[src/rtl/trap_pkg.sv]
// Shared definitions for the machine-mode trap controller: CSR addresses,
// status/interrupt bit positions, cause codes and the sequencing states.
package trap_pkg;

  localparam logic [11:0] CSR_MSTATUS = 12'h300;
  localparam logic [11:0] CSR_MIE     = 12'h304;
  localparam logic [11:0] CSR_MTVEC   = 12'h305;
  localparam logic [11:0] CSR_MEPC    = 12'h341;
  localparam logic [11:0] CSR_MCAUSE  = 12'h342;
  localparam logic [11:0] CSR_MIP     = 12'h344;

  localparam int MIE_BIT  = 3;
  localparam int MPIE_BIT = 7;
  localparam int MSIP_BIT = 3;
  localparam int MTIP_BIT = 7;
  localparam int MEIP_BIT = 11;

  localparam logic [31:0] CAUSE_ILLEGAL = 32'h0000_0002;
  localparam logic [31:0] CAUSE_ECALL   = 32'h0000_000B;
  localparam logic [31:0] CAUSE_MEI     = 32'h8000_000B;
  localparam logic [31:0] CAUSE_MSI     = 32'h8000_0003;
  localparam logic [31:0] CAUSE_MTI     = 32'h8000_0007;

  typedef enum logic [1:0] {IDLE, TRAP, MRET, REDIR} trap_state_e;

endpackage

[src/rtl/irq_edge_latch.sv]
// Rising-edge detector feeding a sticky pending flag; a new edge beats a
// same-cycle clear so no interrupt is lost.
module irq_edge_latch (
  input  logic clk,
  input  logic rst,
  input  logic irq,
  input  logic clr,
  output logic pending
);

  logic irq_q;

  always_ff @(posedge clk or negedge rst) begin
    if (!rst) begin
      irq_q   <= 1'b0;
      pending <= 1'b0;
    end else begin
      irq_q <= irq;
      if (irq && !irq_q) pending <= 1'b1;
      else if (clr)      pending <= 1'b0;
    end
  end

endmodule

[src/rtl/trap_ctrl.sv]
// Machine-mode trap/interrupt controller: owns the trap CSRs, picks traps at
// instruction boundaries and sequences flush -> redirect for traps and mret.
module trap_ctrl
  import trap_pkg::*;
#(
  parameter int              XLEN        = 32,
  parameter logic [XLEN-1:0] RESET_MTVEC = 32'h0000_0100
) (
  input  logic            clk,
  input  logic            rst,
  input  logic            interupt,
  input  logic            mtip_i,
  input  logic            commit_valid_i,
  input  logic [XLEN-1:0] next_pc_i,
  input  logic            ecall_i,
  input  logic            illegal_i,
  input  logic            mret_i,
  input  logic            csr_we_i,
  input  logic [11:0]     csr_addr_i,
  input  logic [XLEN-1:0] csr_wdata_i,
  output logic [XLEN-1:0] csr_rdata_o,
  output logic            flush_o,
  output logic            redirect_valid_o,
  output logic [XLEN-1:0] redirect_pc_o,
  input  logic            redirect_ack_i
);

  trap_state_e     state, state_next;
  logic            st_mie, st_mpie, msip, meip;
  logic [XLEN-1:0] mie_r, mtvec, mepc, mcause;
  logic [XLEN-1:0] mip, pend, cause, trap_tgt, base;
  logic            exc, is_irq, sel_mei, take_trap, take_mret;

  always_comb begin
    mip           = '0;
    mip[MSIP_BIT] = msip;
    mip[MTIP_BIT] = mtip_i;
    mip[MEIP_BIT] = meip;
  end

  assign pend = st_mie ? (mip & mie_r) : '0;
  assign exc  = illegal_i | ecall_i;

  // NOTE: every always_comb output gets a default first so no path can infer a latch.
  always_comb begin
    cause   = '0;
    is_irq  = 1'b0;
    sel_mei = 1'b0;
    if (illegal_i)           cause = XLEN'(CAUSE_ILLEGAL);
    else if (ecall_i)        cause = XLEN'(CAUSE_ECALL);
    else if (pend[MEIP_BIT]) begin cause = XLEN'(CAUSE_MEI); is_irq = 1'b1; sel_mei = 1'b1; end
    else if (pend[MSIP_BIT]) begin cause = XLEN'(CAUSE_MSI); is_irq = 1'b1; end
    else if (pend[MTIP_BIT]) begin cause = XLEN'(CAUSE_MTI); is_irq = 1'b1; end
  end

  assign take_trap = (state == IDLE) && commit_valid_i && (exc || is_irq);
  assign take_mret = (state == IDLE) && commit_valid_i && mret_i && !exc && !is_irq;

  irq_edge_latch u_meip (
    .clk     (clk),
    .rst     (rst),
    .irq     (interupt),
    .clr     (take_trap && sel_mei),
    .pending (meip)
  );

  always_ff @(posedge clk or negedge rst) begin
    if (!rst) state <= IDLE;
    else      state <= state_next;
  end

  always_comb begin
    state_next       = state;
    flush_o          = 1'b0;
    redirect_valid_o = 1'b0;
    case (state)
      IDLE: begin
        if (take_trap)      state_next = TRAP;
        else if (take_mret) state_next = MRET;
      end
      TRAP, MRET: begin
        flush_o    = 1'b1;
        state_next = REDIR;
      end
      REDIR: begin
        redirect_valid_o = 1'b1;
        if (redirect_ack_i) state_next = IDLE;
      end
      default: state_next = IDLE;
    endcase
  end

  // Vectored mode only applies to interrupts; mcause already holds the new cause in TRAP.
  assign base     = {mtvec[XLEN-1:2], 2'b00};
  assign trap_tgt = (mtvec[1:0] == 2'b01 && mcause[XLEN-1]) ?
                    base + XLEN'({mcause[4:0], 2'b00}) : base;

  always_ff @(posedge clk or negedge rst) begin
    if (!rst)                redirect_pc_o <= '0;
    else if (state == TRAP)  redirect_pc_o <= trap_tgt;
    else if (state == MRET)  redirect_pc_o <= mepc;
  end

  always_ff @(posedge clk or negedge rst) begin
    if (!rst) begin
      st_mie  <= 1'b0;
      st_mpie <= 1'b0;
      msip    <= 1'b0;
      mie_r   <= '0;
      mtvec   <= RESET_MTVEC;
      mepc    <= '0;
      mcause  <= '0;
    end else begin
      if (csr_we_i) begin
        case (csr_addr_i)
          CSR_MSTATUS: begin
            st_mie  <= csr_wdata_i[MIE_BIT];
            st_mpie <= csr_wdata_i[MPIE_BIT];
          end
          CSR_MIE:    mie_r  <= csr_wdata_i;
          CSR_MTVEC:  mtvec  <= csr_wdata_i;
          CSR_MEPC:   mepc   <= {csr_wdata_i[XLEN-1:2], 2'b00};
          CSR_MCAUSE: mcause <= csr_wdata_i;
          CSR_MIP:    msip   <= csr_wdata_i[MSIP_BIT];
          default: ;
        endcase
      end
      // NOTE: with non-blocking assignments the last one in the block wins, which gives trap/mret updates priority over a same-cycle CSR write.
      if (take_trap) begin
        mepc    <= is_irq ? {next_pc_i[XLEN-1:2], 2'b00}
                          : ((next_pc_i - XLEN'(4)) & ~XLEN'(3));
        mcause  <= cause;
        st_mpie <= st_mie;
        st_mie  <= 1'b0;
      end else if (take_mret) begin
        st_mie  <= st_mpie;
        st_mpie <= 1'b1;
      end
    end
  end

  always_comb begin
    csr_rdata_o = '0;
    case (csr_addr_i)
      CSR_MSTATUS: begin
        csr_rdata_o[MIE_BIT]  = st_mie;
        csr_rdata_o[MPIE_BIT] = st_mpie;
      end
      CSR_MIE:    csr_rdata_o = mie_r;
      CSR_MTVEC:  csr_rdata_o = mtvec;
      CSR_MEPC:   csr_rdata_o = mepc;
      CSR_MCAUSE: csr_rdata_o = mcause;
      CSR_MIP:    csr_rdata_o = mip;
      default: ;
    endcase
  end

endmodule

[config.mk]
export PLATFORM = sky130hd
export DESIGN_NAME = trap_ctrl
export DESIGN_NICKNAME = d
export VERILOG_FILES = /design/src/rtl/trap_pkg.sv /design/src/rtl/irq_edge_latch.sv /design/src/rtl/trap_ctrl.sv
export SDC_FILE = /design/constraint.sdc
export NUM_CORES = 1
export LEC_CHECK = 0
export CAP_MARGIN = 20
export CORE_MARGIN = 10
export CORE_UTILIZATION = 54
export CTS_CLUSTER_DIAMETER = 100
export DETAILED_ROUTE_END_ITERATION = 6
export PLACE_DENSITY = 0.81
export RECOVER_POWER = 100
export SYNTH_ARGS = -nofsm -noshare
export SYNTH_HDL_FRONTEND = slang
export SYNTH_SLANG_ARGS = --single-unit
[constraint.sdc]
create_clock -name clk -period 3.11 [get_ports clk]
set_clock_uncertainty 0.15 [all_clocks]
set_input_delay 0.622 -clock clk [delete_from_list [all_inputs] [get_ports clk]]
set_output_delay 0.622 -clock clk [all_outputs]
set_load 0.02 [all_outputs]
=== Word level (Yosys, flattened, before mapping) ===
Cells that the tools add are included.

* Bitwise gates (word level): 2
* Reductions and logical operators: 28
* Equal/unequal tests: 12
* Mux-type cells: 45
* Add/subtract/negate cells: 2

{| class="wikitable"
|+ Operators with widths
! operator !! count
|-
| 2-to-1 mux 32 bit || 15
|-
| case mux 24 bit (5 select lines) || 1
|-
| equality test 12 x 10 -> 1 bit, second input constant || 6
|-
| adder 32 x 7 -> 32 bit || 1
|-
| subtractor 32 x 3 -> 32 bit, second input constant || 1
|-
| case mux 3 bit (4 select lines) || 2
|-
| 2-to-1 mux 1 bit || 20
|-
| AND reduction 2 bit || 7
|-
| AND 12 bit || 1
|-
| 2-to-1 mux 12 bit || 1
|-
| case mux 1 bit (6 select lines) || 2
|-
| nonzero test 2 bit || 5
|-
| logical AND 1 bit || 8
|-
| 2-to-1 mux 2 bit || 3
|-
| case mux 2 bit (3 select lines) || 1
|-
| nonzero test 3 bit || 2
|-
| equality test 2 x 1 -> 1 bit, second input constant || 2
|-
| equality test 2 bit, second input constant || 2
|-
| zero test 1 bit || 3
|-
| != test 3 bit, second input constant || 1
|-
| zero test 2 bit || 1
|-
| != test 2 bit, second input constant || 1
|-
| OR reduction 2 bit || 1
|-
| logical OR 1 bit || 1
|-
| OR 1 bit || 1
|}

* Input port bits: 86
* Logic and storage cells: 100
* Bits in registers: 167

=== Depth between registers and ports, before layout ===
Gate-level depths: netlist of the first run.

* Depth after elaboration: 12
* Mapped depth: 9
* Mapped depth without buffers: 8

=== Modules after synthesis ===
From an unflattened synthesis of the first run, not the netlist that was laid out.

* Cells, all modules: 938
* Area, all modules: 9041.2 µm²

{| class="wikitable"
|+ By module, submodules not included
! module !! area an instance (µm²) !! cells each !! sequential area each (µm²) !! instances
|-
| trap_ctrl || 8971.1 || 933 || 4030.1 || 1
|-
| irq_edge_latch || 70.1 || 5 || 50.0 || 1
|}

=== Worst setup path after synthesis of the first run ===
OpenSTA, ideal clock, no wires.

* Path type: input to output
* Start point: in csr_addr_i[2]
* End point: out csr_rdata_o[19]
* Slack: -38 ps
* Data arrival time: 2376 ps
* Cell stages on the path: 7
* Cell sequence: or3_1 nor2_1 and3_1 clkbuf_1 buf_1 a22oi_1 o21ai_0

* Cells in the longest elaborated chain, start to end: 2
* Elaborated cells between the ends (all ways): 6

{| class="wikitable"
|+ Ends and longest elaborated chain
! what !! line !! text
|-
| from (decl) || trap_ctrl.sv:19 || <nowiki>input logic [11:0] csr_addr_i,</nowiki>
|-
| equality test 12 x 10 -> 1 bit || trap_ctrl.sv:144 || <nowiki>case (csr_addr_i)</nowiki>
|-
| case mux 24 bit (5 select lines) * || trap_ctrl.sv:144 ||
|-
| to (decl) || trap_ctrl.sv:21 || <nowiki>output logic [XLEN-1:0] csr_rdata_o,</nowiki>
|}

Mark *: on every way between the ends. The rest lies on a longest branch, timed or not.

=== Worst setup path after layout of the first run ===
* Start point: in csr_addr_i[3]
* End point: out csr_rdata_o[11]

The elaborated chain is that of the path after synthesis.

==> key figures, run 1 <==
Run status
  – Status: complete, but fails checks
  – Failing checks: negative setup slack

CTS
  – CTS tree: yes
  – H-Tree Depth: 4
  – Num CTS Buffers: 17
  – Clk sinks: ~160
  – Worst-path clk slew: 0.06 ns
  – Root Driver: clkbuf_16
  – Worst-skew pair later-pin latency: 0.44 ns
  – CTS max path bufs: 2

Power and ir drop
  – IR drop worst, VDD: about 630 uV
  – Final Total Pwr: roughly 7.6 mW
  – Power Density: 652 nW/um^2
  – Leakage: 5.07 nW

Global route
  – First-pass GRT wire length: 44.2 mm
  – Initial antenna violation count: 2
  – Total gr overflow: 0
  – Largest net degree at the start of global routing: about 60
  – GRT Overall Usage: 25.0%
  – Vias in the first global route: 8208

Yosys
  – Post-synthesis cell count: between 900 and 1000
  – Post-synth EDFFs: 0
  – Yosys cell types: 55
  – Yosys warns: 0
  – Yosys reg bits: 163
  – Post-synth top area cell: dfrtp_1
  – Post-synth top cells: 162 x dfrtp_1, 105 x nand2_1, 89 x mux2_2, 79 x o21ai_0, 58 x a21oi_1
  – Top post-synthesis cells by area: dfrtp_1 44%, mux2_2 11%, mux2i_1 4.6%, o21ai_0 4.3%, nand2_1 4.3%
  – Synth Cell Area: 9110 sq um
  – Most frequent cell after synthesis: dfrtp_1
  – Syn avg cell area: a little under 10 sq um
  – Async SR Flop Fraction: 100%
  – Top FF cell, synth: dfrtp_1
  – Seq/Total Area, Yosys: 44.8%
  – Yosys top cell area share: 44.5%

Routing
  – DR iter-0 viols: ~920
  – Wirelength per Cell: ~21 um
  – Routed vias/inst: 6.12
  – Post-route DRC: 0
  – Vias: a little over 8000
  – ANT nets after route: 0
  – Drt total wl: 28.2 mm
  – First-pass detailed-route iteration total: 5

STA
  – Final period util: 101%
  – Hold violation count in the final report: 0
  – Max_slew headroom: 8.20%
  – Least-Margin Pin Slew: between 1 and 1.5 ns
  – Min cycle time layout: 3.14 ns
  – Setup violations, final: 1
  – Slew Viols, Final: 0
  – F_max: 319 MHz
  – Final Worst Setup Slack: -0.0268 ns

Setup path
  – CP Cell Sequence: dlygate4sd2_1 > nor4_4 > buf_4 > buf_4 > nor3b_2 > buf_4 > nand3_1 > o211ai_1 > buf_4
  – Slowest cell on crit path: nor4_4
  – Buf/Inv on CP: 5
  – Critical path arrival: 2.36 ns
  – Cell family with most CP delay: buffers and inverters
  – Most frequent cell on the critical path: buf_4
  – Max stage delay on crit path: around 0.32 ns
  – WP data required: 2.34 ns
  – CP Class: in -> out
  – Setup crit start kind: input port
  – Critical Path Start: csr_addr_i[3]
  – Reg2reg start: mcause[0]
  – CP Capture Type: output pin
  – Crit path max fanout: 5
  – R2r setup slk: 0.33 ns

Place
  – Post-Place Setup Slack: -0.686 ns
  – Routability cong.: ~0.93
  – Placed cell count: ~1300
  – Post-DP HPWL: roughly 20 mm
  – Port Buf Inserts: 147

Final layout
  – Area delta synth->final: 27.9%
  – Finished Layout Cells: 1355
  – Layout cell share with drive strength beyond 1: 20.3%
  – Nets: roughly 1200

Floorplan
  – Io pins: between 150 and 200
  – Initial Util: 55.0%
  – Die ar.: around 22000 sq um
  – Rows: 47
  – Die width: 150 um
  – Core ar.: around 17000 sq um
  – Die height: 150 um

Flow run
  – Max Cap Viol: 0

Min path
  – Worst Hold Class: reg -> reg
  – Hold Path Origin: u_meip.irq_q
[routing by layer]
metal / GRT usage [%] / part of all wire (%)
met5: 0 / 0
met4: 10.5 / 3.4
met3: 7.07 / 11
met2: 37.1 / 44
met1: 33.5 / 41
[area by class of cell]
class	instances	area, sq um
inverters	35	131
fillers	1250	4930
clock inverters	9	106
multi-input cells	694	4740
flip-flops and latches	163	4080
repair buffers	210	1860
diodes	2	5.00
well taps	220	275
clock buffers	22	464
[cell families (layout without fill, tap and decap cells)]
logic type,after synthesis,after routing,share of synthesized area (%)
flops,163,163,44.8
mux,132,132,15.7
other cells,1,4,0.0411
fa+ha+maj,10,10,1.46
xor+xnor,53,53,5.09
buf+inv,93,276,4.13
simple gates,273,273,14.3
compound gates,224,224,14.5
[power by group]
group	switching (mW)	internal (mW)
clock	0.845	1.22
combinational	1.45	1.08
sequential	0.427	2.58
total	2.72	4.88
[state kept, by name, indices dropped and copies added, names as in the netlist]
name / flops
mie_r: 32
u_meip.irq_q: 1
mcause: 32
mtvec: 32
redirect_pc_o: 30
st_mpie: 1
state: 2
msip: 1
mepc: 30
st_mie: 1
u_meip.pending: 1
[repair_timing]
item,in CTS,in global routing
hold buffers,0,0
buffers inserted,6,0
endpoints found under the setup margin,32,25
pin swaps,6,3
endpoints found under the hold margin,0,0
gates resized for setup,207,12
gates cloned,2,0
[worst register-to-register path: cells and delay by family (launching register included)]
| family | cells | cell delay, ns |
|---|---|---|
| and+or+nand+nor | 1 | 0.12 |
| adders and majority gates | 2 | 0.70 |
| muxes | 1 | 0.27 |
| xor gates and xnor gates | 1 | 0.15 |
| buffers and inverters | 1 | 0.18 |
| AOI/OAI and AO/OA | 3 | 0.66 |
| DFF | 1 | 0.43 |
[per-stage QoR]
stage                     instance area (sq um)  setup TNS [ns]  hold slack (ns)  utilization (%)
final                                     11700         -0.0268            0.268             70.3
after global routing                      11700        -0.00594            0.288             70.3
after CTS                                 11800               0           0.0173             71.1
after detailed placement                  11200          -19.73            0.263             67.5
after global placement                    11200          -19.59            0.258             67.5
after floorplan                            9120               0            0.176                -
[final timing paths]
kind	end	cells past startpoint
setup / recovery	csr_rdata_o[11]	9
hold / removal	u_meip.pending	1
setup reg to reg	redirect_pc_o[8]	9
hold reg to reg	u_meip.pending	1
max in group asynchronous	mcause[19]	2
min in group asynchronous	u_meip.irq_q	1
[cells in the final DEF, fill, tap and decap left out, drive strengths merged, types with 5 or more instances in the layout]
cell	n
nor2b	5
xnor2	39
buf	72
o221ai	8
nand2b	9
nand2	105
dlygate4sd2	11
nor4	12
xor2	14
nor3	27
or3	8
mux2i	42
o21ai	97
inv	35
a31oi	7
nand4	7
and3	6
mux2	90
a21oi	58
or2	5
clkdlybuf4s50	68
ha	9
dlygate4sd3	34
dfrtp	162
a22oi	30
nand3	22
clkbuf	47
nor2	51
nand3b	6
(Power assumes the default switching activity.)
==> inputs of run 2 (changes only) <==
--- a/config.mk
+++ b/config.mk
@@ -5,7 +5,6 @@
 export SDC_FILE = /design/constraint.sdc
 export NUM_CORES = 1
 export LEC_CHECK = 0
-export CAP_MARGIN = 20
 export CORE_MARGIN = 10
 export CORE_UTILIZATION = 54
 export CTS_CLUSTER_DIAMETER = 100
==> results of run 2 <==
No change in the layout: final DEF, timing and power equal those of run 1.
